### src/rtl/sr_cmd_debouncer_pkg.sv
// Shared definitions for the SR command debouncer: channel FSM state encoding and
// arbitration priority codes.
package sr_cmd_debouncer_pkg;

   typedef enum logic [1:0] {
      RELEASED    = 2'd0,
      PRESS_CHK   = 2'd1,
      PRESSED     = 2'd2,
      RELEASE_CHK = 2'd3
   } deb_state_e;

   localparam int PRIO_DROP = 0;
   localparam int PRIO_SET  = 1;
   localparam int PRIO_RST  = 2;

endpackage

### src/rtl/sr_cmd_debouncer_debounce_channel.sv
// One button channel: 2-FF synchronizer, debounce FSM with a down-counting stability
// timer, debounced level and a one-cycle combinational press event.
//
//   state       | meaning
//   ------------+------------------------------------------------------------
//   RELEASED    | button considered up, waiting for sync high
//   PRESS_CHK   | sync high, timing stability before accepting a press
//   PRESSED     | press accepted (event fired on entry), level = 1
//   RELEASE_CHK | sync low, timing stability before accepting a release
module debounce_channel
   import sr_cmd_debouncer_pkg::*;
#(
   parameter int DEBOUNCE_CYCLES = 16
) (
   input  logic clk,
   input  logic rst_n,
   input  logic btn,
   output logic level,
   output logic press_evt
);

   localparam int CNT_W = $clog2(DEBOUNCE_CYCLES);
   localparam logic [CNT_W-1:0] CNT_LOAD = CNT_W'(DEBOUNCE_CYCLES - 1);
   localparam logic [CNT_W-1:0] CNT_ONE  = CNT_W'(1);

   logic [1:0]       sync_q, sync_d;
   deb_state_e       state_q, state_d;
   logic [CNT_W-1:0] cnt_q, cnt_d;
   logic             sync;

   assign sync = sync_q[1];

   // Timer is loaded on entry to a check state and counts down to a terminal zero,
   // giving the same DEBOUNCE_CYCLES-edge window as an up-count to DEBOUNCE_CYCLES-1.
   always_comb begin
      sync_d    = {sync_q[0], btn};
      state_d   = state_q;
      cnt_d     = cnt_q;
      press_evt = 1'b0;
      case (state_q)
         RELEASED: begin
            if (sync) begin
               state_d = PRESS_CHK;
               cnt_d   = CNT_LOAD;
            end
         end
         PRESS_CHK: begin
            if (!sync) begin
               state_d = RELEASED;
            end else if (cnt_q == '0) begin
               state_d   = PRESSED;
               press_evt = 1'b1;
            end else begin
               cnt_d = cnt_q - CNT_ONE;
            end
         end
         PRESSED: begin
            if (!sync) begin
               state_d = RELEASE_CHK;
               cnt_d   = CNT_LOAD;
            end
         end
         RELEASE_CHK: begin
            if (sync) begin
               state_d = PRESSED;
            end else if (cnt_q == '0) begin
               state_d = RELEASED;
            end else begin
               cnt_d = cnt_q - CNT_ONE;
            end
         end
         default: state_d = RELEASED;
      endcase
   end

   always_ff @(posedge clk or negedge rst_n) begin
      if (!rst_n) begin
         sync_q  <= 2'b00;
         state_q <= RELEASED;
         cnt_q   <= '0;
      end else begin
         sync_q  <= sync_d;
         state_q <= state_d;
         cnt_q   <= cnt_d;
      end
   end

   assign level = (state_q == PRESSED) || (state_q == RELEASE_CHK);

endmodule

### src/rtl/sr_cmd_debouncer.sv
// Debounces raw set/reset buttons into registered one-cycle S/R pulses, never both high.
// Optional SR_CMD_CONFLICT_EN adds a conflict pulse when both presses coincide.
module sr_cmd_debouncer
   import sr_cmd_debouncer_pkg::*;
#(
   parameter int DEBOUNCE_CYCLES = 16,
   parameter int PRIORITY        = 1
) (
   input  logic clk,
   input  logic rst_n,
   input  logic btn_set,
   input  logic btn_rst,
   output logic S,
   output logic R,
   output logic set_level,
   output logic rst_level
`ifdef SR_CMD_CONFLICT_EN
   ,
   output logic conflict
`endif
);

   logic set_evt, rst_evt, both_evt;
   logic s_q, s_d, r_q, r_d;

   debounce_channel #(.DEBOUNCE_CYCLES(DEBOUNCE_CYCLES)) u_set_ch (
      .clk       (clk),
      .rst_n     (rst_n),
      .btn       (btn_set),
      .level     (set_level),
      .press_evt (set_evt)
   );

   debounce_channel #(.DEBOUNCE_CYCLES(DEBOUNCE_CYCLES)) u_rst_ch (
      .clk       (clk),
      .rst_n     (rst_n),
      .btn       (btn_rst),
      .level     (rst_level),
      .press_evt (rst_evt)
   );

   assign both_evt = set_evt & rst_evt;

   // Lone events pass straight through; only a same-cycle collision is arbitrated.
   always_comb begin
      s_d = set_evt & ~rst_evt;
      r_d = rst_evt & ~set_evt;
      if (both_evt) begin
         if (PRIORITY == PRIO_SET) begin
            s_d = 1'b1;
         end else if (PRIORITY == PRIO_RST) begin
            r_d = 1'b1;
         end
      end
   end

   always_ff @(posedge clk or negedge rst_n) begin
      if (!rst_n) begin
         s_q <= 1'b0;
         r_q <= 1'b0;
      end else begin
         s_q <= s_d;
         r_q <= r_d;
      end
   end

   assign S = s_q;
   assign R = r_q;

`ifdef SR_CMD_CONFLICT_EN
   logic conflict_q, conflict_d;

   assign conflict_d = both_evt;

   always_ff @(posedge clk or negedge rst_n) begin
      if (!rst_n) begin
         conflict_q <= 1'b0;
      end else begin
         conflict_q <= conflict_d;
      end
   end

   assign conflict = conflict_q;
`endif

endmodule

### config.mk
export PLATFORM = sky130hd
export DESIGN_NAME = sr_cmd_debouncer
export DESIGN_NICKNAME = d
export VERILOG_FILES = /design/src/rtl/sr_cmd_debouncer_pkg.sv /design/src/rtl/sr_cmd_debouncer_debounce_channel.sv /design/src/rtl/sr_cmd_debouncer.sv
export SDC_FILE = /design/constraint.sdc
export NUM_CORES = 1
export LEC_CHECK = 0
export CAP_MARGIN = 10
export CORE_MARGIN = 3
export CORE_UTILIZATION = 50
export CTS_CLUSTER_DIAMETER = 80
export DETAILED_ROUTE_END_ITERATION = 8
export GPL_ROUTABILITY_DRIVEN = 1
export GPL_TIMING_DRIVEN = 0
export PLACE_DENSITY = 0.68
export REMOVE_ABC_BUFFERS = 1
export SLEW_MARGIN = 10
export SYNTH_ARGS = -nofsm -noshare
export SYNTH_HDL_FRONTEND = slang
export SYNTH_SLANG_ARGS = --single-unit
### constraint.sdc
create_clock -name clk -period 1.78 [get_ports clk]
set_input_delay 0.356 -clock clk [delete_from_list [all_inputs] [get_ports clk]]
set_output_delay 0.356 -clock clk [all_outputs]
set_load 0.05 [all_outputs]
==> metrics.md <==
| Metric | Value |
|---|---|
| Final HPWL DP | 865.3 µm |
| Critical path required time | 1.42 ns |
| Iteration-0 DRC count of the detailed router | 9 |
| Setup violators final | 0 |
| Global-route usage over all layers | 15.33% |
| Slew HR | a little under half |
| Largest net degree at the start of global routing | 19 |
| Hold wc startpoint | u_rst_ch.sync_q[0] |
| Worst-margin pin slew | just under 0.8 ns |
| Clk sinks | 18 |
| Final Hold Fails | 0 |
| CP endpoint kind | output port |
| First-pass GRT wire length | 2.242 mm |
| Post-route cell area | between 900 and 1000 µm² |
| Post-Syn Area | 807.0 µm² |
| Fin nets | between 80 and 90 |
| Seq/Total Area, Yosys | 55.81% |
| Max VDD drop | 0.0006227 V |
| Drt pass-1 iters | 4 |
| Via count | about 500 |
| Die area | 2132 µm² |
| DR WL/cell | 13.63 µm |
| Core area | 1399 µm² |
| Root buffer cell | clkbuf_4 |
| Initial antenna violation count | 0 |
| Clock Latency Late Sink | 0.29 ns |
| Mean area per synthesized cell | between 10 and 15 µm² |
| Synthesis Warnings | 0 |
| Initial core utilization | 57.69% |
| Top Ports | 8 |
| Placed Area | 883.3 µm² |
| Most frequent cells in the layout | dfrtp_1 (18), nand2_1 (7), inv_1 (5), a22o_1 (4), dlygate4sd2_1 (4) |
| DRC | 0 |
| CTS tree | built |
| Routed wire length | between 1 and 1.5 mm |
| Hold Path End | u_rst_ch.sync_q[1] |
| WP buf/inv | 1 |
| Worst EP arrival | 1.27 ns |
| Setup Skew | 0.006382 ns |
| Number of core rows | 13 |
| Syn Inst Count | 65 |
| CP Launch Type | flip-flop |
| Synth top area cells | dfrtp_1 (56%), a22o_1 (4.3%), xor2_2 (4.0%) |
| RSZ-0062 raised after global routing | false |
| R2r worst-path depth | 5 |
| RR Startpoint | u_rst_ch.cnt_q[0] |
| Die Height | between 40 and 50 µm |
| Post-synth top area cell | dfrtp_1 |
| Largest delay contributor family on the critical path | buffers and inverters |
| # Post-CTS Setup Buffers | 0 |
| Area delta synth->final | 13.33% |
| Commonest non-fill, non-tap cell in the layout | dfrtp_1 |
| Final Cycle Share | 91.61% |
| WS Path Type | flip-flop to output port |
| Tightest Hold Check Type | flip-flop to flip-flop |
| Crit path cell chain | dlygate4sd2_1 |
| Crit-path max cell delay | roughly 0.55 ns |
| Slew Viols, Final | 0 |
| Ant. Diodes | 0 |
| Synth Register Bits | 18 |
| CTS buffer count | 3 |
| Antenna Nets Post-Route | 0 |
| Setup TNS | 0 ns |
| Share of the synthesized area in the top cell type | 55.81% |
| Vias/cell | approximately 5.7 |
| Clk buf depth | 2 |
| Power Dens Cells | 905.8 nW/µm² |
| H-Tree Depth | 1 |
| Total gr overflow | 0 |
| Final worst path period need | 1.631 ns |
| Worst Path Max Fanout | 4 |
| Reg2reg setup slack | 0.26 ns |
| Leakage | roughly 0.44 nW |
| Status | finished clean |
| Placer Congestion | just over 0.7 |
| Die W | between 40 and 50 µm |
| CP max stage cell | dlygate4sd2_1 |
| CP Depth | 1 |
| Maxcap violations | 0 |
| Clk slew on worst S/H paths | 0.09 ns |
| Layout cells sized above 1 | 17.57% |
| Cts hold-fix bufs | 0 |
| F_max | ~600 MHz |
| Vias in the first global route | slightly above 500 |
| PortBufs | 7 |
| Hold Path Stages | 0 |
| Netlist cell types | 26 |
| Final cell utilization of the core | 65.38% |
| Fill cells | around 100 |
[power by group]
part           switching, mW  internal [mW]
logic                 0.0486         0.0545
registers             0.0387          0.443
clock network          0.119          0.125
[how the worst max path moves through the flow]
stage                         start           endpoint  slack [ns]
final                     flip-flop          rst_level        0.15
after global routing      flip-flop          rst_level        0.08
after detailed placement  flip-flop          set_level        0.18
after floorplan           flip-flop  u_rst_ch.cnt_q[1]        0.38
after global placement    flip-flop          set_level        0.19
after CTS                 flip-flop          set_level        0.13
[cell usage after synthesis]
| cell type | count |
|---|---|
| a21boi_2 | 1 |
| o211a_1 | 1 |
| inv_1 | 5 |
| a21bo_2 | 2 |
| a21oi_1 | 2 |
| nand3b_1 | 2 |
| a2bb2oi_1 | 1 |
| o22a_2 | 1 |
| nand4bb_1 | 1 |
| nand2_1 | 7 |
| and2_1 | 1 |
| nor2_1 | 2 |
| xor2_2 | 2 |
| ha_1 | 2 |
| o311a_1 | 1 |
| dfrtp_1 | 18 |
| nor3b_1 | 1 |
| clkbuf_1 | 1 |
| nor3_1 | 2 |
| mux2_2 | 2 |
| nor3b_4 | 1 |
| nand3_1 | 2 |
| nand4b_1 | 1 |
| nor4b_1 | 1 |
| dlygate4sd1_1 | 1 |
| a22o_1 | 4 |
[cell type report]
cell class	instances	area [µm²]	share of cell area [%]
multi-input combinational	40	325.3	35.57
tap	15	18.77	2.052
sequential	18	450.4	49.25
clock buffer	4	36.28	3.967
inverter	5	18.77	2.052
timing repair buffer	7	65.06	7.114
[timing repair]
| action | in CTS | in global routing |
|---|---|---|
| endpoints found under the setup margin | 4 | 0 |
| hold endpoints to repair | 0 | 0 |
| resized for setup | 4 | 0 |
[metrics by stage]
step	setup WS (ns)	power [mW]	hold slack (ns)	instances
finish	0.1493	0.8284	0.3620	89
global route	0.07702	0.8779	0.3671	89
CTS	0.1316	0.8408	0.3652	89
detailed placement	0.1800	0.5933	0.3380	85
global placement	0.1883	0.5886	0.3339	85
floorplan	0.3784	0.5567	0.06041	63
[cells by family (layout without fill, tap and decap cells)]
group                    count (synthesis)  count (layout)  share of synthesized area, %
AND/OR/NAND/NOR                         21              21                         16.13
buffers and inverters                    7              16                         3.876
AO/OA/AOI/OAI                           13              13                         14.26
adder cells (fa/ha/maj)                  2               2                         3.100
multiplexers                             2               2                         2.790
flip-flops                              18              18                         55.81
XOR/XNOR                                 2               2                         4.031
[per-layer routing]
metal | up-vias | track usage, % | part of all wire, %
met1 | 246 | 18.91 | 49
met2 | 9 | 22.80 | 46
met4 | 0 | 6.818 | 0.91
li1 | 246 | - | -
met3 | 2 | 7.031 | 4.0
met5 | - | 0 | 0
Note: power is estimated with default switching activity, not from simulation.
==> variant 1 (same settings) <==
Add an input register stage for `btn_set`, without a reset; this delays it by one clock.
--- a/src/rtl/sr_cmd_debouncer.sv
+++ b/src/rtl/sr_cmd_debouncer.sv
@@ -20,13 +20,19 @@
 `endif
 );
 
+   logic btn_set_q;
+
+   always_ff @(posedge clk) begin
+      btn_set_q <= btn_set;
+   end
+
    logic set_evt, rst_evt, both_evt;
    logic s_q, s_d, r_q, r_d;
 
    debounce_channel #(.DEBOUNCE_CYCLES(DEBOUNCE_CYCLES)) u_set_ch (
       .clk       (clk),
       .rst_n     (rst_n),
-      .btn       (btn_set),
+      .btn       (btn_set_q),
       .level     (set_level),
       .press_evt (set_evt)
    );
Behaviour: same outputs for any inputs over 10 cycles, from zero or initial values and one cycle with rst_n low; that may be too few to reach the edited logic, so the function may still have changed.
==> variant 1 against the original RTL <==
  * Power decreased by 0.16%
  * Highest routed layer unchanged
  * Sequential cell count increased by 1
  * Area after synthesis increased by 3.4%
  * Register-to-register slack got worse by 0.05 ns
  * Worst setup slack got worse by 0.0090 ns
  * Sequential power increased by 4.8%
  * Critical endpoint unchanged
  * Cell area increased by 1.8%
  * Wire length increased by 8.0%
==> variant 1: results (changes against the original RTL) <==
** Yosys
- The warning count from the yosys run came to 0 (unchanged).
- Xor and xnor area share after synthesis :: 4.05% (+0.017 points)
- The mux cell area share after synthesis was 2.70% (-0.092 points).
- The share of synthesized area occupied by flip-flops and latches was 56.4% (+0.56 points).
- Counting instances in the post-synthesis netlist gives the leading cell types as 18 x sky130_fd_sc_hd__dfrtp_1, 8 x sky130_fd_sc_hd__nand2_1, 4 x sky130_fd_sc_hd__inv_1.
- The unique cell type count in the Yosys netlist is 33 (+27%).
- Ranked by total cell area, the synthesized netlist is headed by sky130_fd_sc_hd__dfrtp_1 54%, sky130_fd_sc_hd__nand2_1 3.6%, sky130_fd_sc_hd__ha_1 3.0%.
- The synthesized-area fraction occupied by ao, oa, aoi and oai cells was 13.6% (-0.62 points).
- Fraction of the mapped netlist area in adder cells :: 3.00% (-0.10 points)

** Setup path
- RR Startpoint :: u_set_ch.cnt_q[0]
- The slack of the worst reg-to-reg path was 0.21 ns (-0.05 ns).
- Worst-case reg-to-reg path depth :: 5 (unchanged)

** Detailed routing
- Via density :: 5.62 (-0.50%)
- The routed length per instance is 14.1 um (+3.4%).
- The initial DRC count came to 3 (-6).

** STA
- The maximum clock skew at final layout was 0.00273 ns (-0.00365 ns).
- Hold slack final :: 0.343 ns (-0.0190 ns)
- Tightest slew margin relative to the limit :: 50.4% (+2.8 points)

** Pwr
- The static leakage came to 0.437 nW (-0.61%).
- Highest ir drop seen on vdd :: 717 uV (+15%)
- The design internal power is 0.604 mW (-3.0%).

** Finish
- Ratio of cells with drive above 1 in the final layout :: 15.6% (-2.0 points)

** Global routing
- Global routing met1 resource utilization :: 19.8% (+0.90 points)
- Overall routing resource usage :: 15.5% (+0.13 points)
- First-pass GRT wire length :: 2240 um (-0.31%)
- Vias in the first global route :: 508 (-0.97%)
- M3 GR Usage :: 4.60% (-2.4 points)
- Met2 global-route usage :: 22.8% (-0.038 points)

** Placement
- Placer congestion estimate :: 0.734 (+4.2%)
- Detail Placement HPWL :: 986 um (+14%)

** Worst hold path
- Hold EP :: u_set_ch.sync_q[0]
- In this run the most critical hold path is launched from btn_set_q.

** Outcome
- The run finished with clean final reports.
[variant 1: logic make-up (layout without fill, tap and decap cells)]
kind of cell | after synthesis | in the layout
and+or+nand+nor | 22 | 22
DFF | 19 | 19
AOI/OAI and AO/OA | 14 | 14
buffers and inverters | 7 | 15
xor gates and xnor gates | 3 | 3
adders and majority gates | 2 | 2
muxes | 2 | 2
[variant 1: through the flow]
| stage | cells | power [mW] | setup slack (ns) | area, um2 | util (%) |
|---|---|---|---|---|---|
| floorplan | 66 | 0.582 | 0.378 | 818 | - |
| global placement | 89 | 0.614 | 0.194 | 908 | 58.9 |
| detailed placement | 89 | 0.621 | 0.190 | 908 | 58.9 |
| CTS | 93 | 0.837 | 0.123 | 931 | 60.4 |
| global route | 93 | 0.869 | 0.0770 | 931 | 60.4 |
| finish | 93 | 0.827 | 0.140 | 931 | 60.4 |
[variant 1: worst max-delay path by stage]
stage | slack [ns] | start | endpoint
floorplan | 0.38 | flip-flop | u_rst_ch.cnt_q[1]
global placement | 0.19 | flip-flop | rst_level
detailed placement | 0.19 | flip-flop | rst_level
CTS | 0.12 | flip-flop | rst_level
global route | 0.08 | flip-flop | rst_level
finish | 0.14 | flip-flop | rst_level
[variant 1: power by group through the flow]
stage	combinational, mW	sequential (mW)	clock [mW]
2_1_floorplan	0.0739	0.508	0
3_3_place_gp	0.103	0.512	0
3_5_place_dp	0.108	0.513	0
4_1_cts	0.108	0.505	0.225
5_1_grt	0.120	0.511	0.239
6_report	0.105	0.505	0.217
[variant 1: what timing repair did]
| action | in CTS | in global routing |
|---|---|---|
| resized for setup | 4 | 0 |
| buffers inserted | 0 | 0 |
| setup endpoints to repair | 4 | 0 |
[variant 1: layout make-up]
| type | count | area, um2 |
|---|---|---|
| flip-flops and latches | 19 | 470 |
| well taps | 16 | 20.0 |
| fillers | 147 | 611 |
| clock inverters | 1 | 5.00 |
| repair buffers | 7 | 65.1 |
| clock buffers | 3 | 22.5 |
| inverters | 4 | 15.0 |
| multi-input cells | 43 | 333 |
[variant 1: layer usage]
layer / share of wire (%) / vias up
met3: 2.4 / 4
met2: 46 / 8
met5: 0 / -
met1: 48 / 253
met4: 3.3 / 0
li1: - / 258
==> variant 2 (same settings) <==
Without the edit above. Add a define of `SR_CMD_CONFLICT_EN`.
--- a/src/rtl/sr_cmd_debouncer.sv
+++ b/src/rtl/sr_cmd_debouncer.sv
@@ -1,5 +1,7 @@
 // Debounces raw set/reset buttons into registered one-cycle S/R pulses, never both high.
 // Optional SR_CMD_CONFLICT_EN adds a conflict pulse when both presses coincide.
+`define SR_CMD_CONFLICT_EN
+
 module sr_cmd_debouncer
    import sr_cmd_debouncer_pkg::*;
 #(
Formal check against the unedited RTL (old outputs only; new: conflict): equivalent (equiv_simple and equiv_induct, registers matched by name and starting in step).
==> variant 2 against the original RTL <==
  * Wire length up 3.6%
  * Cell area up 5.3%
  * Power down 1.3%
  * Worst setup slack worse by 0.011 ns
  * Sequential cell count up 1
  * Die area up 5.6%
  * Area after synthesis up 6.5%
  * Global-route usage down 1.8 points
  * Largest power group unchanged
==> variant 2: results (changes against the original RTL) <==
** Global routing
- The total global-route track usage is 13.5% (-1.8 points).
- The number of global-route vias before repair came to 483 (-5.8%).
- First-pass GRT wire length :: 2100 um (-6.5%)
- The pin count of the biggest net entering global routing was 20 (+1).

** Setup path
- The maximum net fanout on the critical path came to 6 (+2).
- For this run, the slowest stage of the critical path takes 0.56 ns.

** Yosys
- Fraction of synthesized area in multiplexers :: 2.62% (-0.17 points)
- The unique cell type count in the Yosys netlist came to 31 (+19%).
- Top cell types by occurrence after synthesis :: 19 x sky130_fd_sc_hd__dfrtp_1, 8 x sky130_fd_sc_hd__nand2_1, 5 x sky130_fd_sc_hd__inv_1
- By area the synthesized netlist is led by sky130_fd_sc_hd__dfrtp_1 55%, sky130_fd_sc_hd__nor3b_4 4.4%, sky130_fd_sc_hd__nand2_1 3.5%.
- The share of synthesized area occupied by flip-flops and latches is 55.3% (-0.50 points).
- Complex-gate fraction of the synthesized area :: 13.2% (-1.0 points)
- The adder and majority cell fraction of the synthesized area was 2.91% (-0.19 points).
- Xor and xnor area share after synthesis :: 3.93% (-0.10 points)

** Detailed routing
- The number of vias per cell after detailed routing is 5.55 (-1.9%).

** STA
- The maximum clock skew at final layout was 0.000481 ns (-0.00590 ns).
- Tightest slew margin relative to the limit :: 47.0% (-0.62 points)

** Finish
- The number of nets in the final layout was 88 (+8.6%).
- The share of post-route cells with drive strength above 1 is 13.6% (-4.0 points).

** Pwr
- Share of power burned in the clock network :: 25.1% (-4.3 points)
- The total chip power was 0.818 mW (-1.3%).
- Sw Pwr :: 0.210 mW (+2.0%)
- The static leakage was 0.475 nW (+8.0%).
- Register share of total power :: 61.8% (+3.6 points)

** Placement
- The weighted congestion reported at the end of routability-driven placement is 0.692 (-1.8%).
- Dpl ws :: 0.173 ns (-0.00703 ns)
- The HPWL after detailed placement is 919 um (+6.2%).

** Outcome
- Result of the run :: finished, final reports clean

** Clocking
- Clock buffer depth :: 2 (unchanged)
-- variant 2: timing repair --
action | 4_1_cts | 5_1_grt
resized for setup | 5 | 0
hold buffers | 0 | 0
buffers inserted | 0 | 0
endpoints found under the setup margin | 5 | 0
-- variant 2: through the flow --
step	cells	util, %	hold WS (ns)
floorplan	69	-	0.0604
global placement	93	60.5	0.334
detailed placement	93	60.5	0.337
CTS	97	61.8	0.368
global route	97	61.8	0.373
finish	97	61.8	0.365
-- variant 2: cell families (layout without fill, tap and decap cells) --
| group | after synthesis | count (layout) |
|---|---|---|
| adders and majority gates | 2 | 2 |
| buffers and inverters | 8 | 17 |
| muxes | 2 | 2 |
| DFF | 19 | 19 |
| AOI/OAI and AO/OA | 14 | 14 |
| and+or+nand+nor | 24 | 24 |
| xor gates and xnor gates | 3 | 3 |
-- variant 2: final timing paths --
check | from | endpoint | slack [ns] | cells past startpoint
hold / removal | u_rst_ch.sync_q[0] | u_rst_ch.sync_q[1] | 0.36 | 0
setup reg to reg | u_rst_ch.cnt_q[0] | flip-flop | 0.25 | 5
setup / recovery | flip-flop | set_level | 0.14 | 1
min in group asynchronous | rst_n | u_rst_ch.cnt_q[3] | 0.52 | 1
hold reg to reg | u_rst_ch.sync_q[0] | u_rst_ch.sync_q[1] | 0.36 | 0
max in group asynchronous | rst_n | u_rst_ch.cnt_q[0] | 0.77 | 1
-- variant 2: cell type report --
type | instances | area [um2]
fill | 138 | 596
sequential | 19 | 475
multi-input combinational | 45 | 349
timing repair buffer | 8 | 73.8
clock buffer | 4 | 26.3
tap | 16 | 20.0
inverter | 5 | 18.8
-- variant 2: per-layer routing --
metal	vias up	global-route usage (%)	share of wire (%)
li1	271	-	-
met3	2	4.51	2.6
met5	-	0	0
met4	0	6.63	1.0
met1	260	18.3	50
met2	5	19.5	46
